### src/rtl/vctr_fetch_engine.sv
// vctr_fetch_engine: pops burst start addresses, reads BURST_LEN words per address and
// writes them to the vector FIFO. Define VCTR_FETCH_BYTE_SWAP_EN to enable word byte reversal.
module vctr_fetch_engine #(
    parameter int unsigned BURST_LEN   = 4,
    parameter int unsigned ADDR_STRIDE = 4
) (
    input  logic        clk,
    input  logic        reset,
    input  logic        active_program,
    input  logic        program_start,
    input  logic        vector_byte_swap,
    input  logic        addr_fifo_empty,
    input  logic [31:0] addr_fifo_dout,
    output logic        addr_fifo_rd,
    input  logic        vector_fifo_full,
    output logic        vctr_fifo_wr,
    output logic [31:0] vctr_fifo_din,
    output logic        mem_rd_req,
    output logic [31:0] mem_rd_addr,
    input  logic        mem_rd_gnt,
    input  logic        mem_rd_valid,
    input  logic [31:0] mem_rd_data,
    output logic [15:0] addr_cycle_cnt,
    output logic [31:0] total_vctr_fifo_words_written,
    output logic        fetch_busy
);

    typedef enum logic [2:0] {
        S_IDLE, S_POP, S_LOAD, S_REQ, S_WAIT, S_PUSH
    } state_t;

    localparam logic [8:0]  BURST_LEN_C = 9'(BURST_LEN);
    localparam logic [31:0] STRIDE_C    = 32'(ADDR_STRIDE);

    state_t      state_q, state_d;
    logic [31:0] addr_q, addr_d;
    logic [31:0] data_q, data_d;
    logic [7:0]  beat_q, beat_d;
    logic [15:0] cnt_q, cnt_d;
    logic [31:0] total_q, total_d;
    logic        ps_q;
    logic        ps_rise;
    logic        burst_done;
    logic        in_burst;
    logic [31:0] rd_word;

`ifdef VCTR_FETCH_BYTE_SWAP_EN
    function automatic logic [31:0] byte_swap(input logic [31:0] d);
        return {d[7:0], d[15:8], d[23:16], d[31:24]};
    endfunction

    assign rd_word = vector_byte_swap ? byte_swap(mem_rd_data) : mem_rd_data;
`else
    logic unused_swap;
    assign unused_swap = vector_byte_swap;
    assign rd_word     = mem_rd_data;
`endif

    assign ps_rise    = program_start && !ps_q;
    assign burst_done = ({1'b0, beat_q} + 9'd1) == BURST_LEN_C;
    assign in_burst   = (state_q == S_REQ) || (state_q == S_WAIT) || (state_q == S_PUSH);

    always_ff @(posedge clk or posedge reset) begin
        if (reset) begin
            state_q <= S_IDLE;
        end else begin
            state_q <= state_d;
        end
    end

    always_comb begin
        state_d = state_q;
        case (state_q)
            S_IDLE: if (active_program && !addr_fifo_empty) state_d = S_POP;
            S_POP:  state_d = S_LOAD;
            S_LOAD: state_d = S_REQ;
            S_REQ: begin
                if (mem_rd_req && mem_rd_gnt) begin
                    state_d = S_WAIT;
                end else if (!active_program) begin
                    state_d = S_IDLE;
                end
            end
            // A granted read always completes so the returned word is never lost.
            S_WAIT: if (mem_rd_valid) state_d = S_PUSH;
            S_PUSH: begin
                if (burst_done) begin
                    state_d = (active_program && !addr_fifo_empty) ? S_POP : S_IDLE;
                end else begin
                    state_d = active_program ? S_REQ : S_IDLE;
                end
            end
            default: state_d = S_IDLE;
        endcase
    end

    // Request is gated by FIFO space so a granted word always has room when it returns.
    always_comb begin
        addr_fifo_rd = 1'b0;
        mem_rd_req   = 1'b0;
        vctr_fifo_wr = 1'b0;
        fetch_busy   = (state_q != S_IDLE);
        case (state_q)
            S_POP:   addr_fifo_rd = 1'b1;
            S_REQ:   mem_rd_req   = !vector_fifo_full;
            S_PUSH:  vctr_fifo_wr = 1'b1;
            default: ;
        endcase
    end

    always_comb begin
        addr_d  = addr_q;
        data_d  = data_q;
        beat_d  = beat_q;
        cnt_d   = cnt_q;
        total_d = total_q;
        case (state_q)
            S_LOAD: begin
                addr_d = addr_fifo_dout;
                beat_d = '0;
                cnt_d  = '0;
            end
            S_WAIT: if (mem_rd_valid) data_d = rd_word;
            S_PUSH: begin
                addr_d = addr_q + STRIDE_C;
                beat_d = beat_q + 8'd1;
            end
            default: ;
        endcase
        if (in_burst && (cnt_q != 16'hFFFF)) cnt_d = cnt_q + 16'd1;
        // A start edge coinciding with a write counts that write as the first of the run.
        if (ps_rise) begin
            total_d = (state_q == S_PUSH) ? 32'd1 : 32'd0;
        end else if (state_q == S_PUSH) begin
            total_d = total_q + 32'd1;
        end
    end

    always_ff @(posedge clk or posedge reset) begin
        if (reset) begin
            addr_q  <= '0;
            data_q  <= '0;
            beat_q  <= '0;
            cnt_q   <= '0;
            total_q <= '0;
            ps_q    <= 1'b0;
        end else begin
            addr_q  <= addr_d;
            data_q  <= data_d;
            beat_q  <= beat_d;
            cnt_q   <= cnt_d;
            total_q <= total_d;
            ps_q    <= program_start;
        end
    end

    assign mem_rd_addr                   = addr_q;
    assign vctr_fifo_din                 = data_q;
    assign addr_cycle_cnt                = cnt_q;
    assign total_vctr_fifo_words_written = total_q;

endmodule

### config.mk
export PLATFORM = sky130hd
export DESIGN_NAME = vctr_fetch_engine
export DESIGN_NICKNAME = d
export VERILOG_FILES = /design/src/rtl/vctr_fetch_engine.sv
export SDC_FILE = /design/constraint.sdc
export NUM_CORES = 1
export LEC_CHECK = 0
export ABC_CLOCK_PERIOD_IN_PS = 13300
export BUFFER_PORTS_ARGS = -buffer_cell sky130_fd_sc_hd__buf_2
export CAP_MARGIN = 15
export CORE_UTILIZATION = 58
export CTS_BUF_LIST = sky130_fd_sc_hd__clkbuf_8
export DETAILED_ROUTE_END_ITERATION = 7
export PLACE_DENSITY = 0.88
export SLEW_MARGIN = 20
export SYNTH_ARGS = -nofsm -noshare
export SYNTH_HDL_FRONTEND = slang
export SYNTH_SLANG_ARGS = --single-unit
### constraint.sdc
create_clock -name clk -period 13.3 [get_ports clk]
set_input_delay 3.325 -clock clk [delete_from_list [all_inputs] [get_ports clk]]
set_output_delay 3.325 -clock clk [all_outputs]
set_load 0.005 [all_outputs]
==> results of run 1 <==
## cells by family after synthesis
group,after synthesis,synth area share (%)
AO/OA/AOI/OAI,96,10.6
XOR/XNOR,33,4.68
adder cells (fa/ha/maj),5,1.01
buffers and inverters,40,2.65
flip-flops,124,50.2
multiplexers,40,7.15
AND/OR/NAND/NOR,286,23.6
## routing by layer
layer  vias up  track usage, %  routed length (µm)
met1      2770            36.8                6440
met5         -               0                   0
met4         0            14.0                 516
met2       305            49.2                7960
li1       2637               -                   -
met3        45            6.55                1140
## worst register-to-register path, delay by kind of cell (launching register included)
family / cells / cell delay [ns]
AO/OA/AOI/OAI: 1 / 0.30
flip-flops: 1 / 0.56
AND/OR/NAND/NOR: 3 / 1.90
## cells in the final DEF, fill, tap and decap left out, drive strengths merged, types with 9 or more instances in the layout
master / n
o211ai: 14
nor2: 58
clkbuf: 18
a21oi: 11
xnor2: 14
buf: 192
mux2: 33
nand3: 51
nand4: 32
inv: 17
and3: 9
nand2: 70
dfrtp: 124
xor2: 19
o21ai: 26
o311ai: 11
nor3: 19
## per-stage QoR
step	hold slack [ns]	util [%]	cell area [µm²]	instances	worst slack [ns]
floorplan	0.439	-	6180	624	6.54
global placement	0.452	69.9	7220	926	6.34
detailed placement	0.461	70.0	7220	926	6.33
CTS	0.480	74.7	7710	958	6.33
global route	0.495	74.8	7720	958	6.32
finish	0.485	74.8	7720	958	6.34
## final timing paths
check,startpoint,endpoint,slack (ns),cells past startpoint
min in group asynchronous,reset,vctr_fifo_din[20],2.96,2
max in group asynchronous,reset,mem_rd_addr[10],8.96,3
worst min register to register,mem_rd_addr[1],mem_rd_addr[1],0.49,2
worst min-delay path,mem_rd_addr[1],mem_rd_addr[1],0.49,2
worst max register to register,state_q[0],mem_rd_addr[21],10.44,4
worst max-delay path,vector_fifo_full,mem_rd_req,6.34,3
## area by class of cell
cell class / count / area, µm²
inverter: 14 / 55.1
clock inverter: 14 / 240
sequential: 124 / 3100
multi-input combinational: 460 / 2930
fill: 689 / 2600
clock buffer: 18 / 248
timing repair buffer: 192 / 973
tap: 136 / 170
## state kept, by name, summed over array words and instances (netlist names)
| name | count |
|---|---|
| vctr_fifo_din | 32 |
| addr_cycle_cnt | 16 |
| mem_rd_addr | 32 |
| beat_q | 8 |
| state_q | 3 |
| ps_q | 1 |
| total_vctr_fifo_words_written | 32 |
## report_power, final
group	switching [mW]	internal, mW	leakage (nW)	total (mW)
logic	0.224	0.198	1.83	0.422
registers	0.115	0.482	1.61	0.596
clock network	0.157	0.248	0.245	0.405
==> reports/metrics.csv, run 1 <==
stage,metric,value,unit
status,outcome,"finished, final reports clean",
clocking,cts_hold_buffers,0,
setup_path,critPathCaptureType,primary output,
setup_path,critPathTopFamily,buffers and inverters,
timing,hold_viol,0,
timing,fin_setup_tns,0,ns
timing,rsz0062_at_grt,false,
setup_path,cp_max_fo,2,
final_layout,area.growth.synth_to_final,25.0,%
synth,netlist_area,6180,µm²
clocking,cts_root_buffer,clkbuf_8,
clocking,clkLatencyLatePin,0.43,ns
routing,vias,5757,
clocking,cts.sinks,124,
timing,slew_violations,0,
timing,max_freq,0.144,GHz
die,die_w,105,µm
clocking,cts_made_buffers,17,
routing,wirelength,16.1,mm
setup_path,crit_slowest_cell,buf_2,
synth,synthCells,624,
setup_path,worst-setup-path-type,input port to primary output,
global_route,first_global_vias,5327,
synth,ys_ff_latch,124,
die,core_area,10300,µm²
clocking,cts-htree-levels,4,
synth,synth_async_sr_flop_share,100,%
routing,dr.pass1.iters,6,
pwr,power.density,184,nW/µm²
synth,avgSynthCellArea,9.90,µm²
die,die-area,11100,µm²
placed_design,place_hpwl,11.1,mm
pwr,power,1.42,mW
setup_path,cpPeakStageDelay,0.12,ns
synth,synth_edf_count,0,
routing,first_iter_violations,489,
min_path,hp-class,flip-flop to flip-flop,
synth,seq_area_frac_synth,50.2,%
setup_path,cp_data_arrival_time,3.64,ns
timing,setup_viol,0,
synth,yosysTopAreaCell,dfrtp_1,
setup_path,path_cells,buf_2 -> nor2_1 -> buf_2,
routing,postRouteAntennaNets,0,
timing,fin_skew,0.00836,ns
clocking,cts_buffer_depth,2,
die,die_y,105,µm
setup_path,crit_top_cell,buf_2,
clocking,clkTransAtPathRegs,0.08,ns
placed_design,gp_congestion,0.904,
clocking,tritoncts,done,
timing,tightest_slew,1.02,ns
pwr,vdd_drop_max,117,µV
synth,yosys_warnings,0,
global_route,grtUsageTotal,29.6,%
routing,wl_per_cell,16.8,µm
pwr,cellLeakagePower,3.69,nW
die,io_pins,189,
final_layout,diodes,0,
die,initial_core_util,59.8,%
setup_path,cp_data_required_time,9.97,ns
clocking,postCtsResizedCells,0,
setup_path,path_buf_inv,2,
die,rows,37,
synth,synth-main-ff-cell,dfrtp_1,
routing,drc_errors,0,
flow_run,drv_cap,0,
synth,synth_area_leaders,"dfrtp_1 (50%), mux2_2 (6.0%), nand2_1 (4.2%)",
timing,min_period,6.96,ns
routing,avgViaCountPerCell,6.01,
global_route,grt_first_pass_wirelength,25.6,mm
timing,max_slew_margin,31.6,%
clocking,cts_setup_buffers,0,
setup_path,crit_path_start_kind,input port,
global_route,overflow,0,
timing,finalCritPeriodShare,52.3,%
synth,yosysMostFrequentCell,dfrtp_1,
final_layout,nets,887,
final_layout,layout-drive-gt1-share,33.5,%
placed_design,numPortBuffers,187,
synth,syn_nets,702,
synth,yosysTopAreaCellShare,50.2,%
synth,yosysUniqueCellTypes,54,
synth,netlist_top_cells_count,"dfrtp_1 (124), nand2_1 (69), nor2_1 (58)",
global_route,grt_max_degree,75,
global_route,antenna_found_initial,0,
(Power assumes the default switching activity.)
==> run 2, diff against run 1 <==
ABC_AREA = 1   (was unset)
ABC_CLOCK_PERIOD_IN_PS = 6500   (was 13300)
CORE_UTILIZATION = 55   (was 58)
PLACE_DENSITY = 0.82   (was 0.88)
clock period = 6.5 ns   (was 13.3 ns; I/O delays follow)
==> run 2 against run 1 <==
Compared with the run above:
- first-iteration DRC count rose by 12%
- die area rose by 21%
- critical endpoint is now vctr_fifo_wr
- largest power group unchanged
- sequential power grew 98%
- clock-buffer cell count rose by 1
- clock skew up 0.0022 ns
==> reports/metrics.csv, run 2 <==
stage,metric,value,unit
setup_path,cpPeakStageDelay,0.72,ns
placed_design,pre_cts_ws,2.77,ns
global_route,use_met3,5.81,%
setup_path,worst-setup-path-type,flip-flop to primary output,
final_layout,fin_cells,1324,
pwr,seqPwrFrac,44.1,%
routing,wirelength,18.0,mm
clocking,cts.sinks,124,
synth,yosysTopAreaCell,dfrtp_1,
pwr,p_comb_share,34.5,%
routing,drc_errors,0,
routing,first_iter_violations,549,
setup_path,cp_data_required_time,4.88,ns
routing,dr.pass1.iters,5,
global_route,grtUsageMet2,45.7,%
pwr,switching_power,1.05,mW
timing,setup_viol,0,
synth,syn_nets,1033,
synth,synth-main-ff-cell,dfrtp_1,
timing,slew_violations,0,
pwr,cellLeakagePower,4.33,nW
setup_path,critPathCaptureType,primary output,
die,die_y,115,µm
global_route,overflow,0,
pwr,switching_share,39.0,%
clocking,clkTransAtPathRegs,0.07,ns
routing,avgViaCountPerCell,5.38,
clocking,clkLatencyLatePin,0.45,ns
die,core_area,12600,µm²
timing,finalCritPeriodShare,61.2,%
global_route,grt_first_pass_wirelength,29.3,mm
min_path,min_from,mem_rd_addr[1],
final_layout,diodes,0,
clocking,postCtsResizedCells,0,
die,die-area,13300,µm²
clocking,tritoncts,done,
global_route,grtUsageTotal,28.1,%
synth,avgSynthCellArea,7.42,µm²
clocking,cts_hold_buffers,0,
synth,synthCells,955,
routing,postRouteAntennaNets,0,
final_layout,nets,1220,
final_layout,final_cell_mix,"nand2_1 (316), buf_2 (187), dfrtp_1 (124), nor2_1 (109), inv_1 (89)",
final_layout,layout-drive-gt1-share,23.7,%
timing,final.setup.worst_slack,2.52,ns
clocking,cts_setup_buffers,0,
pwr,internal_power,1.64,mW
setup_path,regToRegStartpoint,state_q[2],
setup_path,path_cells,inv_2 -> nand3_2 -> clkinv_2 -> buf_2,
pwr,pwr-share-clk,21.4,%
placed_design,gp_congestion,0.937,
synth,synth_async_sr_flop_share,100,%
synth,ys_ff_latch,124,
setup_path,cp_data_arrival_time,2.35,ns
clocking,cts-htree-levels,4,
die,die_w,115,µm
setup_path,reg2regPathDepth,5,
timing,hold_viol,0,
clocking,cts_root_buffer,clkbuf_8,
timing,fin_skew,0.0105,ns
die,io_pins,189,
status,outcome,"finished, final reports clean",
setup_path,r2r-end,beat_q[1],
global_route,top_usage_layer,met2,
synth,yosysMostFrequentCell,nand2_1,
final_layout,layout_commonest_cell,nand2_1,
final_layout,fin_util,67.3,%
final_layout,area.growth.synth_to_final,19.5,%
synth,yosysTopAreaCellShare,43.8,%
synth,synth_area_leaders,"dfrtp_1 (44%), nand2_1 (17%), nor2_1 (5.8%)",
global_route,first_global_vias,6406,
global_route,use_met1,36.9,%
setup_path,crit_slowest_cell,clkinv_2,
clocking,cts_buffer_depth,2,
placed_design,place_inst,1295,
global_route,grt_max_degree,78,
placed_design,numPortBuffers,187,
setup_path,cp_max_fo,54,
final_layout,finalInstanceArea,8460,µm²
timing,tightest_slew,0.940,ns
timing,max_freq,0.251,GHz
die,initial_core_util,56.4,%
synth,seq_area_frac_synth,43.8,%
final_layout,fill_cells,1140,
flow_run,drv_cap,0,
die,rows,41,
routing,vias,7128,
pwr,vdd_drop_max,184,µV
synth,yosysUniqueCellTypes,40,
timing,max_slew_margin,37.3,%
routing,wl_per_cell,13.6,µm
timing,fin_setup_tns,0,ns
synth,yosys_warnings,0,
synth,netlist_area,7080,µm²
synth,synth_edf_count,0,
global_route,antenna_found_initial,0,
setup_path,r2r_slack,3.92,ns
timing,min_period,3.98,ns
placed_design,placed_area,8150,µm²
synth,netlist_top_cells_count,"nand2_1 (316), dfrtp_1 (124), nor2_1 (109)",
pwr,power.density,317,nW/µm²
min_path,hold_path_end,mem_rd_addr[1],
setup_path,crit_path_start_kind,flip-flop,
min_path,hp-class,flip-flop to flip-flop,
placed_design,place_hpwl,12.9,mm
min_path,holdPathStages,2,
timing,rsz0062_at_grt,false,
clocking,cts_made_buffers,17,
## run 2: cell type report
| class | count | area, µm² | share of cell area (%) |
|---|---|---|---|
| clock buffers | 19 | 262 | 3.09 |
| clock inverters | 10 | 55.1 | 0.650 |
| inverters | 95 | 360 | 4.26 |
| multi-input cells | 715 | 3520 | 41.6 |
| flip-flops and latches | 124 | 3100 | 36.7 |
| well taps | 172 | 215 | 2.54 |
| repair buffers | 189 | 951 | 11.2 |
## run 2: per-stage QoR
stage / hold slack [ns] / total power, mW
CTS: 0.482 / 2.69
finish: 0.477 / 2.68
global route: 0.517 / 2.89
global placement: 0.458 / 2.08
detailed placement: 0.466 / 2.12
floorplan: 0.472 / 1.75
## run 2: critical path: cells and delay by family, from the launching register on
kind / cells / cell delay (ns)
buf+inv: 3 / 1.15
flops: 1 / 0.44
simple gates: 1 / 0.28
## run 2: power by group through the flow
stage | Sequential [mW] | Clock, mW | Combinational (mW)
finish | 1.18 | 0.573 | 0.925
floorplan | 1.17 | 0 | 0.575
global placement | 1.18 | 0 | 0.902
global route | 1.21 | 0.620 | 1.06
detailed placement | 1.19 | 0 | 0.926
CTS | 1.18 | 0.583 | 0.929
## run 2: cell families (layout without fill, tap and decap cells)
family | Yosys count | count (layout) | synth area share, %
adders and majority gates | 5 | 5 | 0.883
DFF | 124 | 124 | 43.8
and+or+nand+nor | 584 | 584 | 35.4
AOI/OAI and AO/OA | 80 | 80 | 6.55
xor gates and xnor gates | 14 | 14 | 1.73
muxes | 32 | 32 | 5.09
buffers and inverters | 116 | 313 | 6.52
## run 2: worst max-delay path by stage
stage             startpoint                                 to  slack [ns]  cells past startpoint
6_report          state_q[1]                       vctr_fifo_wr        2.52                      4
3_3_place_gp   program_start  total_vctr_fifo_words_written[24]        2.86                      8
4_1_cts           state_q[1]                       vctr_fifo_wr        2.50                      4
5_1_grt           state_q[1]                       vctr_fifo_wr        2.39                      4
3_5_place_dp   program_start  total_vctr_fifo_words_written[28]        2.77                      8
2_1_floorplan          reset                  addr_cycle_cnt[0]        1.58                      1
## run 2: per-layer routing
metal | wire (µm) | part of all wire (%) | up-vias
met3 | 1360 | 7.6 | 29
met2 | 8460 | 47 | 280
met1 | 7850 | 44 | 3324
met5 | 0 | 0 | -
li1 | - | - | 3495
met4 | 310 | 1.7 | 0
